<file path="config.mk">
export PLATFORM = sky130hd
export DESIGN_NAME = clock_set_controller
export DESIGN_NICKNAME = d
export VERILOG_FILES = /design/src/rtl/clock_set_controller.sv
export SDC_FILE = /design/constraint.sdc
export NUM_CORES = 1
export LEC_CHECK = 0
export ABC_AREA = 1
export CAP_MARGIN = 10
export CORE_MARGIN = 3
export CORE_UTILIZATION = 23
export CTS_CLUSTER_DIAMETER = 60
export DETAILED_ROUTE_END_ITERATION = 6
export SLEW_MARGIN = 10
export SYNTH_ARGS = -nofsm -noshare
export SYNTH_HDL_FRONTEND = slang
export SYNTH_SLANG_ARGS = --single-unit
</file>
<file path="constraint.sdc">
create_clock -name clkmain -period 1.54 [get_ports clkmain]
set_clock_uncertainty 0.15 [all_clocks]
set_input_delay 0.308 -clock clkmain [delete_from_list [all_inputs] [get_ports clkmain]]
set_output_delay 0.308 -clock clkmain [all_outputs]
set_load 0.005 [all_outputs]
</file>
<file path="src/rtl/clock_set_controller.sv">
// rtl/clock_set_controller.sv - time-set sequencer: button debounce, RUN/SET FSM, tick gating, field pulses
// Buttons are synchronised and debounced; press events drive the mode FSM and the increment pulses.
module clock_set_controller #(
    parameter int DEB_CYCLES = 16,
    parameter int TIMEOUT_S  = 30
) (
    input  logic       clkmain,
    input  logic       clear,
    input  logic       tick_1hz,
    input  logic       mode_btn,
    input  logic       inc_btn,
    output logic       sec_en,
    output logic       hr_inc,
    output logic       min_inc,
    output logic       sec_clr,
    output logic       set_time,
    output logic [1:0] field_sel,
    output logic       blink
);
    localparam int CW = (DEB_CYCLES > 2) ? $clog2(DEB_CYCLES) : 1;
    localparam int TW = (TIMEOUT_S > 0) ? $clog2(TIMEOUT_S + 1) : 1;
    localparam logic [CW-1:0] CLIM = CW'(DEB_CYCLES - 1);
    localparam logic [TW-1:0] TLIM = TW'(TIMEOUT_S);

    typedef enum logic [1:0] {
        RUN     = 2'b00,
        SET_HR  = 2'b01,
        SET_MIN = 2'b10,
        SET_SEC = 2'b11
    } state_t;

    state_t          state;
    logic [1:0]      raw;
    logic [1:0]      s1;
    logic [1:0]      s2;
    logic [1:0]      deb;
    logic [1:0]      press;
    logic [CW-1:0]   cnt [2];
    logic [TW-1:0]   tcnt;
    logic            mode_press;
    logic            inc_press;
    logic            timed_out;

    assign raw        = {inc_btn, mode_btn};
    assign mode_press = press[0];
    assign inc_press  = press[1];
    assign field_sel  = state;
    assign timed_out  = (TIMEOUT_S != 0) && (tcnt == TLIM);

    // Index 0 is the mode button, index 1 the increment button.
    always_ff @(posedge clkmain or posedge clear) begin
        if (clear) begin
            s1    <= '0;
            s2    <= '0;
            deb   <= '0;
            press <= '0;
            for (int i = 0; i < 2; i++) cnt[i] <= '0;
        end else begin
            s1 <= raw;
            s2 <= s1;
            for (int i = 0; i < 2; i++) begin
                press[i] <= 1'b0;
                if (s2[i] == deb[i]) begin
                    cnt[i] <= '0;
                end else if (cnt[i] == CLIM) begin
                    cnt[i]   <= '0;
                    deb[i]   <= s2[i];
                    press[i] <= s2[i];
                end else begin
                    cnt[i] <= cnt[i] + 1'b1;
                end
            end
        end
    end

    always_ff @(posedge clkmain or posedge clear) begin
        if (clear) begin
            state    <= RUN;
            set_time <= 1'b0;
            blink    <= 1'b0;
            tcnt     <= '0;
            sec_en   <= 1'b0;
            hr_inc   <= 1'b0;
            min_inc  <= 1'b0;
            sec_clr  <= 1'b0;
        end else begin
            hr_inc  <= 1'b0;
            min_inc <= 1'b0;
            sec_clr <= 1'b0;
            sec_en  <= tick_1hz && (state == RUN);
            if (state == RUN) begin
                blink <= 1'b0;
                tcnt  <= '0;
                if (mode_press) begin
                    state    <= SET_HR;
                    set_time <= 1'b1;
                end
            end else if (timed_out) begin
                state    <= RUN;
                set_time <= 1'b0;
                blink    <= 1'b0;
                tcnt     <= '0;
            end else if (mode_press) begin
                // Mode wins over a same-cycle inc press; the inc event is simply dropped.
                blink <= 1'b0;
                tcnt  <= '0;
                case (state)
                    SET_HR:  state <= SET_MIN;
                    SET_MIN: state <= SET_SEC;
                    default: state <= RUN;
                endcase
                set_time <= (state != SET_SEC);
            end else begin
                if (inc_press) begin
                    tcnt <= '0;
                    case (state)
                        SET_HR:  hr_inc  <= 1'b1;
                        SET_MIN: min_inc <= 1'b1;
                        default: sec_clr <= 1'b1;
                    endcase
                end else if (tick_1hz && (TIMEOUT_S != 0)) begin
                    tcnt <= tcnt + 1'b1;
                end
                if (tick_1hz) blink <= ~blink;
            end
        end
    end
endmodule

</file>
==> impl_metrics.json <==
{
  "status": "finished, final reports clean",
  "ant_nets": 0,
  "die_x_um": 82.0,
  "crit_path_end_kind": "register",
  "die_h_um": 82.0,
  "globalplace.congestion": 0.717,
  "areaGrowthSynthToFinish_pct": 25.6,
  "use_met1_pct": 8.38,
  "overflow": 0,
  "vias": 914,
  "synth.avg_cell_area_sq_um": 9.24,
  "path_max_fanout": 3,
  "pwr_density_cell_mw_per_mm2": 871,
  "clock-sinks": 29,
  "max_cap_violations": 0,
  "rsz0062_at_grt": "false",
  "r2r_cells": 5,
  "core_area_sq_mm": 0.00554,
  "start_kind": "register",
  "num_rows": 27,
  "wl_mm": 2.09,
  "holdBufCountCts": 0,
  "grt_pass1_wl_mm": 3.84,
  "critPathSlowestCell": "dfrtp_1",
  "viasPerCell": 3.79,
  "cp.required_ns": 1.57,
  "cts_inserted_buffers": 5,
  "cts_tree": "built",
  "clk_latency_ns": 0.28,
  "setup_viol": 0,
  "track_usage_pct": 7.61,
  "cpLargestDelayFamily": "flip-flops",
  "grtUsageMet2_pct": 12.4,
  "ys_ff_latch": 29,
  "dieArea_sq_mm": 0.00673,
  "boundaryPins": 13,
  "synth.top_cell.area_share_pct": 54.6,
  "grt_max_degree": 30,
  "holdWs_ns": 0.198,
  "wl_per_cell_um": 8.67,
  "worst_pin_slew_ns": 0.229,
  "fin_tns_setup_ns": 0,
  "num_antenna_cells": 0,
  "finalCriticalPeriod_ns": 1.43,
  "synth_cell_types": 19,
  "hp-class": "in -> async",
  "syn_nets": 157,
  "ys_seq_area_share_pct": 54.6,
  "path_depth": 5,
  "total_leakage_power_nw": 0.840,
  "synth.yosys.warnings": 0,
  "dpl.hpwl_mm": 1.52,
  "hold_viol": 0,
  "totalPowerFinal_mw": 1.46,
  "drive_gt1_share_pct": 13.6,
  "cts_root_buffer": "clkbuf_8",
  "fin_crit_sh_pct": 93.1,
  "grt-busiest-layer": "met2",
  "first_global_vias": 952,
  "grt_util_met3_pct": 3.29,
  "syn_inst": 144,
  "clockBufferDepth": 2,
  "num-fill-cells": 597,
  "antenna_found_initial": 0,
  "dr.pass1.iters": 4,
  "first_iter_violations": 30,
  "peakVddDrop_uv": 365,
  "fmax_ghz": 0.698,
  "postLayoutCellArea_sq_mm": 0.00167,
  "route.detailed.drc": 0,
  "clk_pin_slew_ns": 0.07,
  "port_buffers": 12,
  "synth_area_sq_mm": 0.00133,
  "post-route-util_pct": 30.1,
  "slew_viol_final": 0,
  "htreeDepth": 2,
  "start_util_pct": 24.0,
  "yosys-top-cells-area": "dfrtp_1 55%, nand2_1 7.6%, ha_1 7.5%",
  "arrival_ns": 1.47,
  "placed_cell_area_sq_mm": 0.00157,
  "max_slew_margin_pct": 84.6,
  "critPathKind": "reg -> reg",
  "crit_chain": "buf_4, inv_1, ha_2, nand3b_1, nor3_1",
  "max_stage_delay_ns": 0.37,
  "worst-path-buf-inv": 2,
  "yosys.area.top_type": "dfrtp_1",
  "final_nets": 181
}
-- path summary, 6_finish.rpt --
check | from | to | slack (ns)
worst max register to register | field_sel[1]$_DFFE_PP0P_ | sec_clr$_DFF_PP0_ | 0.11
worst min-delay path | clear | s1[1]$_DFF_PP0_ | 0.20
worst max-delay path | field_sel[1]$_DFFE_PP0P_ | sec_clr$_DFF_PP0_ | 0.11
worst min register to register | s1[1]$_DFF_PP0_ | s2[1]$_DFF_PP0_ | 0.20
max in group asynchronous | clear | tcnt[4]$_DFFE_PP0P_ | 0.87
min in group clkmain | s1[1]$_DFF_PP0_ | s2[1]$_DFF_PP0_ | 0.20
-- sequential cells by signal (all words and copies together), names as in the netlist --
name and cells:
set_time 1, cnt 8, blink 1, deb 2
field_sel 2, hr_inc 1, tcnt 5, min_inc 1
s1 2, sec_clr 1, sec_en 1, press 2
s2 2
-- layout by cell type, fill, tap and decap left out, types with 4 or more instances in the layout --
master / n
inv_1: 22
nand2_1: 27
clkdlybuf4s50_1: 4
o21ai_0: 4
nand3_1: 4
nor2_1: 20
dlygate4sd2_1: 8
nand2_2: 5
dfrtp_1: 29
ha_1: 7
o21ai_1: 4
nor3_1: 5
buf_4: 4
clkbuf_8: 5
-- tightest hold or removal path, delay by kind of cell --
family | cells | cell delay [ns]
buf+inv | 3 | 0.68
-- stage by stage --
step           setup WS (ns)  std cells
2_1_floorplan          0.222        144
3_3_place_gp          0.0774        230
3_5_place_dp          0.0710        230
4_1_cts               0.0831        241
5_1_grt               0.0401        241
6_report               0.107        241
-- cells by family after synthesis --
group	synth area share [%]
AND/OR/NAND/NOR	23.8
flip-flops	54.6
buffers and inverters	6.77
XOR/XNOR	3.95
AO/OA/AOI/OAI	3.39
adder cells (fa/ha/maj)	7.53
-- final cells by class --
cell class              instances  area, sq um  area share [%]
clock inverters                 2         10.0           0.599
repair buffers                 17          160            9.59
multi-input cells              91          522            31.2
clock buffers                   6         72.6            4.34
inverters                      24         90.1            5.39
well taps                      72         90.1            5.39
flip-flops and latches         29          726            43.4
-- per-layer routing --
layer	up-vias	wire length (um)	part of all wire (%)
met2	17	891	43
met5	-	0	0
met4	0	46	2.2
met3	7	135	6.5
met1	402	1020	49
li1	488	-	-
-- where the power goes --
part	total, mW	switching [mW]	internal [mW]	leakage [nW]
combinational	0.0692	0.0369	0.0323	0.406
sequential	0.796	0.0149	0.781	0.389
clock	0.590	0.278	0.312	0.0450
total	1.46	0.330	1.13	0.840
-- synthesized netlist by cell type (all sizes together) --
cell type and n:
a21oi 1, dfrtp 29, xnor2 3, nand4 2, inv 24, nor3b 1
nor2 21, xor2 3, nand2 32, nand3 5, nor3 5, ha 8
nand3b 2, o21ai 8
-- repair_timing --
item                                    CTS  global route
endpoints found under the setup margin    8             2
pin swaps                                 0             0
gates resized for setup                   8             2
buffers inserted                          3             0
Power figures use the tool's default switching activity.
